File: src/rtl/lsu_pkg.sv
// Shared definitions for the RV32I load/store unit: funct3 encodings, FSM
// states and the access legality rule.
package lsu_pkg;

  localparam logic [2:0] F3_B  = 3'd0;
  localparam logic [2:0] F3_H  = 3'd1;
  localparam logic [2:0] F3_W  = 3'd2;
  localparam logic [2:0] F3_BU = 3'd4;
  localparam logic [2:0] F3_HU = 3'd5;

  typedef enum logic [1:0] {
    S_IDLE,
    S_REQ,
    S_WAIT,
    S_RESP
  } lsu_state_t;

  // Unsigned variants exist only for loads; natural alignment per access size.
  function automatic logic lsu_legal(input logic       wen,
                                     input logic [2:0] funct3,
                                     input logic [1:0] offset);
    logic ok;
    ok = 1'b0;
    case (funct3)
      F3_B:    ok = 1'b1;
      F3_BU:   ok = ~wen;
      F3_H:    ok = ~offset[0];
      F3_HU:   ok = ~wen & ~offset[0];
      F3_W:    ok = (offset == 2'b00);
      default: ok = 1'b0;
    endcase
    return ok;
  endfunction

endpackage

File: src/rtl/lsu_extend.sv
// Load data lane select and sign/zero extension of the aligned memory word.
module lsu_extend
  import lsu_pkg::*;
(
  input  logic [2:0]  funct3,
  input  logic [1:0]  offset,
  input  logic [31:0] word,
  output logic [31:0] data
);

  logic [7:0]  byte_sel;
  logic [15:0] half_sel;

  assign byte_sel = word[{offset, 3'b000} +: 8];
  assign half_sel = word[{offset[1], 4'b0000} +: 16];

  always_comb begin
    case (funct3)
      F3_B:    data = {{24{byte_sel[7]}}, byte_sel};
      F3_BU:   data = {24'h0, byte_sel};
      F3_H:    data = {{16{half_sel[15]}}, half_sel};
      F3_HU:   data = {16'h0, half_sel};
      F3_W:    data = word;
      default: data = 32'h0;
    endcase
  end

endmodule

File: src/rtl/lsu.sv
// Load/store unit: turns one core request into a single data-memory
// transaction and returns extended load data, holding the core via stall.
module lsu
  import lsu_pkg::*;
#(
  parameter int TIMEOUT = 255
) (
  input  logic        clk,
  input  logic        rst,
  input  logic        req_valid,
  input  logic        req_wen,
  input  logic [2:0]  req_funct3,
  input  logic [31:0] req_addr,
  input  logic [31:0] req_wdata,
  output logic        stall,
  output logic        rsp_valid,
  output logic [31:0] rsp_rdata,
  output logic        rsp_err,
  output logic        mem_valid,
  input  logic        mem_ready,
  output logic [31:0] mem_addr,
  output logic        mem_wen,
  output logic [3:0]  mem_wmask,
  output logic [31:0] mem_wdata,
  input  logic        mem_rvalid,
  input  logic [31:0] mem_rdata
);

  localparam logic [7:0] TIMEOUT_CNT = 8'(TIMEOUT);

  lsu_state_t  state, state_next;
  logic        wen_q;
  logic [2:0]  funct3_q;
  logic [1:0]  offset_q;
  logic [7:0]  cnt, cnt_next;

  logic        accept, legal, timed_out, done;
  logic [3:0]  lane_mask;
  logic [31:0] lane_data;
  logic [31:0] load_data;

  assign accept    = (state == S_IDLE) & req_valid & ~rsp_valid;
  assign legal     = lsu_legal(req_wen, req_funct3, req_addr[1:0]);
  assign cnt_next  = cnt + 8'd1;
  assign timed_out = (cnt_next == TIMEOUT_CNT);
  // Read data (or write ack) may arrive together with the accepting handshake.
  assign done      = ((state == S_REQ) & mem_ready & mem_rvalid) |
                     ((state == S_WAIT) & mem_rvalid);

  assign mem_valid = (state == S_REQ);
  assign rsp_valid = (state == S_RESP);
  assign stall     = req_valid & ~rsp_valid;

  // NOTE: every output of a combinational block gets a default first so no
  // path through the case statements can leave a latch behind.
  always_comb begin
    lane_mask = 4'h0;
    lane_data = 32'h0;
    if (req_wen) begin
      case (req_funct3)
        F3_B: begin
          lane_mask = 4'b0001 << req_addr[1:0];
          lane_data = {4{req_wdata[7:0]}};
        end
        F3_H: begin
          lane_mask = 4'b0011 << req_addr[1:0];
          lane_data = {2{req_wdata[15:0]}};
        end
        F3_W: begin
          lane_mask = 4'hF;
          lane_data = req_wdata;
        end
        default: ;
      endcase
    end
  end

  lsu_extend u_extend (
    .funct3 (funct3_q),
    .offset (offset_q),
    .word   (mem_rdata),
    .data   (load_data)
  );

  always_comb begin
    state_next = state;
    case (state)
      S_IDLE: if (accept) state_next = legal ? S_REQ : S_RESP;
      S_REQ: begin
        if (done || timed_out) state_next = S_RESP;
        else if (mem_ready)    state_next = S_WAIT;
      end
      S_WAIT:  if (done || timed_out) state_next = S_RESP;
      S_RESP:  state_next = S_IDLE;
      default: state_next = S_IDLE;
    endcase
  end

  // NOTE: registered state uses non-blocking assignments so every flop samples
  // pre-edge values regardless of statement order.
  always_ff @(posedge clk) begin
    if (rst) begin
      state     <= S_IDLE;
      wen_q     <= 1'b0;
      funct3_q  <= 3'h0;
      offset_q  <= 2'h0;
      cnt       <= 8'h0;
      mem_addr  <= 32'h0;
      mem_wen   <= 1'b0;
      mem_wmask <= 4'h0;
      mem_wdata <= 32'h0;
      rsp_rdata <= 32'h0;
      rsp_err   <= 1'b0;
    end else begin
      state <= state_next;
      if (accept) begin
        wen_q     <= req_wen;
        funct3_q  <= req_funct3;
        offset_q  <= req_addr[1:0];
        cnt       <= 8'h0;
        mem_addr  <= {req_addr[31:2], 2'b00};
        mem_wen   <= req_wen;
        mem_wmask <= lane_mask;
        mem_wdata <= lane_data;
        rsp_rdata <= 32'h0;
        rsp_err   <= ~legal;
      end else if (state == S_REQ || state == S_WAIT) begin
        cnt <= cnt_next;
        if (done) begin
          rsp_rdata <= wen_q ? 32'h0 : load_data;
          rsp_err   <= 1'b0;
        end else if (timed_out) begin
          rsp_rdata <= 32'h0;
          rsp_err   <= 1'b1;
        end
      end
    end
  end

endmodule

File: config.mk
export PLATFORM = sky130hd
export DESIGN_NAME = lsu
export DESIGN_NICKNAME = d
export VERILOG_FILES = /design/src/rtl/lsu_pkg.sv /design/src/rtl/lsu_extend.sv /design/src/rtl/lsu.sv
export SDC_FILE = /design/constraint.sdc
export NUM_CORES = 1
export LEC_CHECK = 0
export ABC_AREA = 1
export ABC_CLOCK_PERIOD_IN_PS = 2300
export BUFFER_PORTS_ARGS = -buffer_cell sky130_fd_sc_hd__buf_2
export CAP_MARGIN = 5
export CORE_ASPECT_RATIO = 0.7
export CORE_UTILIZATION = 49
export DETAILED_ROUTE_END_ITERATION = 8
export GPL_TIMING_DRIVEN = 0
export PLACE_DENSITY = 0.79
export SYNTH_ARGS = -nofsm -noshare
export SYNTH_HDL_FRONTEND = slang
export SYNTH_SLANG_ARGS = --single-unit
File: constraint.sdc
create_clock -name clk -period 2.3 [get_ports clk]
set_input_delay 0.115 -clock clk [delete_from_list [all_inputs] [get_ports clk]]
set_output_delay 0.115 -clock clk [all_outputs]
set_load 0.02 [all_outputs]
==> metrics <==
placeable core area=about 10,000 µm²; Reg2Reg Launch Point=state[0]; number of enable-type register cells in the synthesized netlist=0; setup repair after global routing missed its margin=no; dominant combinational cell family by area after synthesis=simple AND/OR/NAND/NOR gates; final routed DRC violation total=0; fraction of the mapped netlist area in adder cells=around 1.4%; hold slack=a little under 0.5 ps; Worst Setup Start Kind=flip-flop; Power Internal=roughly 4700 µW; Power per Cell Area=~1000 nW/µm²; clk root buf=sky130_fd_sc_hd__clkbuf_16; leading cell type in the layout, fill and taps excluded=sky130_fd_sc_hd__buf_2; final count of pins violating max slew=0; Synth Area in XOR/XNOR=0%; kind of capture point of the worst setup path=flip-flop; share of cell area taken by muxes after synthesis=less than 1%; placed cell count=roughly 1,100; final setup TNS=0 ps; normalized max-slew margin=57.8%; clock skew=8.39 ps; maximum vdd drop=approximately 0.64 mV; routed vias/inst=between 5 and 6; Starting DRT DRC Count=between 400 and 500; Routed Wire Length=between 15,000 and 20,000 µm; synthesis-stage register bit count=roughly 120; worst-skew pair later-pin latency=just over 400 ps; worst hold-check path type=input port to flip-flop; most frequent cells in the layout=sky130_fd_sc_hd__buf_2 (219), sky130_fd_sc_hd__nand2_1 (183), sky130_fd_sc_hd__dfxtp_1 (115); height of the die=between 80 and 90 µm; placed wire-length estimate=~12,000 µm; worst path required time=around 2600 ps; Tcrit/Tclk final=approximately 91%; per-cell routed wire length=around 14 µm; post-synthesis instance total=735; Antenna Nets Post-Route=0; global-route wire length before repair=approximately 26,000 µm; Net Sw Frac=between 30% and 40%; area fraction in compound gates after synthesis=22.5%; P_leak=~0.0035 µW; buffers inserted by post-CTS timing repair=0; area enclosed by the die boundary=between 10,000 and 15,000 µm²; detailed-router iteration count before antenna repair=5; global placement routability congestion=0.880; worst-path fanout max=10; Post-synth ARST share=0%; number of setup violations in the final report=0; number of buffers added by the clock tree synthesis step=17; worst-margin pin slew=~630 ps; layout-stage area growth over the synthesis result=41.3%; routed vias=between 5,000 and 6,000; Cell Area, Synth=about 5300 µm²; kind of critical path=flip-flop to flip-flop; Max-Cap Viols=0; Worst Slack Setup Final=slightly above 200 ps; die span in x=roughly 130 µm; number of cell instances on the worst register-to-register path=9; switching component of the power=between 2000 and 3000 µW; relative contribution of sequential cells to total power=between 30% and 40%; Critical Path Start=state[0]; clk slew on worst S/H paths=roughly 60 ps; register area share after synthesis=around 44%; maximum level of the CTS H-tree=4; slack of the worst reg-to-reg path=210 ps; Final #Nets=between 1,000 and 1,500; end of the worst register-to-register path=mem_wdata[25]; number of ports placed on the die boundary=210; final instance count without filler cells=1,148; simple-gate portion of the synthesized area=between 20% and 30%; input/output buffers=between 200 and 250; ratio of cells with drive above 1 in the final layout=between 20% and 30%; library cells used by synthesis=40; synth warn=0; achievable clock frequency=roughly 480 MHz; number of global-route vias before repair=between 5,000 and 6,000; maximum number of pins on one net before global-route repair=17; min Tclk post-route=between 2000 and 2500 ps; total global-route track usage=29.3%; CTS tree=built; crit path to=mem_wdata[25]; Worst Setup Slack post-DPL=between 100 and 150 ps; maximum count of clock buffers along a single path=2; effective utilization at floorplan=50.7%; arrival time reported for the critical path endpoint=2410 ps; count of endpoints failing hold in the final timing report=0; diode count=0; Comb power frac=35.4%; outcome=finished clean; top_reg_cell synth=sky130_fd_sc_hd__dfxtp_1; FP Rows=31; GRT overflow=0; synthesized area per cell=7.20 µm²; initial antenna violation count=0; share of total power in the clock network=about a third; clock sink count=~120
[final cells by class]
cell class              instances  area [µm²]
repair buffers                248        1450
clock inverters                12         108
multi-input cells             520        2560
well taps                     132         165
inverters                      59         221
flip-flops and latches        115        2300
clock buffers                  20         457
plain buffers                  42         216
fillers                       850        2960
[worst min-delay path by stage]
| stage | start | end | slack [ps] | depth (start not counted) |
|---|---|---|---|---|
| finish | req_addr[9] | mem_addr[9] | 0.5 | 3 |
| global route | req_addr[9] | mem_addr[9] | 8 | 3 |
| CTS | req_wdata[3] | mem_wdata[3] | 3 | 3 |
| detailed placement | req_addr[19] | mem_addr[19] | 370 | 3 |
| global placement | req_addr[21] | mem_addr[21] | 370 | 3 |
| floorplan | rst | state[0] | 180 | 1 |
[power groups by stage]
stage	registers, µW	logic, µW	clock network (µW)
final	2500	2740	2490
after global routing	2530	3060	2610
after CTS	2490	2690	2510
after detailed placement	2530	2610	0
after global placement	2520	2580	0
after floorplan	2750	1620	0
[timing repair]
item	CTS	global route
hold endpoints to repair	41	1
hold buffers	40	1
resized for setup	0	5
endpoints found under the setup margin	0	40
[cell families (layout without fill, tap and decap cells)]
kind of cell             after synthesis  in the layout
AND/OR/NAND/NOR                      308            308
AO/OA/AOI/OAI                        203            203
flip-flops                           115            115
buffers and inverters                101            381
adder cells (fa/ha/maj)                6              6
other                                  1              2
multiplexers                           1              1
[registers in the layout, summed over array words and instances, names as in the netlist]
signal,flops
mem_wdata,32
rsp_rdata,32
mem_addr,30
cnt,8
mem_wmask,4
funct3_q,3
offset_q,2
state,2
rsp_err,1
wen_q,1
[metrics by stage]
step / util, % / area, µm² / power [µW]
6_report: 71.6 / 7470 / 7730
5_1_grt: 71.6 / 7470 / 8200
4_1_cts: 71.5 / 7460 / 7700
3_5_place_dp: 62.2 / 6490 / 5140
3_3_place_gp: 62.2 / 6490 / 5100
2_1_floorplan: - / 5290 / 4370
[critical path, cell delays in order (launching register included)]
cell and delay (ps):
sky130_fd_sc_hd__dfxtp_1 350, sky130_fd_sc_hd__ha_1 240, sky130_fd_sc_hd__nor2_1 230, sky130_fd_sc_hd__nand2_2 160, sky130_fd_sc_hd__nor2_1 140, sky130_fd_sc_hd__inv_2 60, sky130_fd_sc_hd__nor2_1 170, sky130_fd_sc_hd__o21ai_2 160
sky130_fd_sc_hd__clkbuf_1 230, sky130_fd_sc_hd__o21ai_0 250
[metal layers]
metal | vias to the layer above | track usage, % | wire (µm)
li1 | 2978 | - | -
met1 | 2698 | 38.4 | 7740
met2 | 247 | 47.5 | 7430
met3 | 29 | 7.72 | 1110
met4 | 0 | 9.97 | 273
met5 | - | 0 | 0
[Yosys cell counts (2+ instances only)]
cell type / count / area (µm²)
sky130_fd_sc_hd__nor2_1: 82 / 308
sky130_fd_sc_hd__o211ai_1: 12 / 90.1
sky130_fd_sc_hd__inv_1: 53 / 199
sky130_fd_sc_hd__dfxtp_1: 115 / 2300
sky130_fd_sc_hd__buf_2: 12 / 60.1
sky130_fd_sc_hd__nand3_2: 2 / 20.0
sky130_fd_sc_hd__clkinv_1: 3 / 11.3
sky130_fd_sc_hd__a32o_1: 17 / 170
sky130_fd_sc_hd__nor3_1: 2 / 10.0
sky130_fd_sc_hd__o21ai_1: 3 / 15.0
sky130_fd_sc_hd__nand3_1: 19 / 95.1
sky130_fd_sc_hd__o21ai_2: 2 / 17.5
sky130_fd_sc_hd__o311ai_0: 3 / 26.3
sky130_fd_sc_hd__buf_6: 4 / 45.0
sky130_fd_sc_hd__nand2_1: 183 / 687
sky130_fd_sc_hd__o21bai_1: 2 / 15.0
sky130_fd_sc_hd__inv_2: 3 / 11.3
sky130_fd_sc_hd__nand4_1: 5 / 31.3
sky130_fd_sc_hd__o21ai_0: 90 / 450
sky130_fd_sc_hd__a21oi_2: 4 / 35.0
sky130_fd_sc_hd__nand2_2: 2 / 12.5
sky130_fd_sc_hd__nand2_4: 2 / 22.5
sky130_fd_sc_hd__nor2_2: 4 / 25.0
sky130_fd_sc_hd__a21oi_1: 65 / 325
sky130_fd_sc_hd__buf_4: 3 / 22.5
sky130_fd_sc_hd__or2_2: 3 / 18.8
sky130_fd_sc_hd__ha_1: 6 / 75.1
sky130_fd_sc_hd__clkbuf_1: 22 / 82.6
Note: power is estimated with default switching activity, not from simulation.
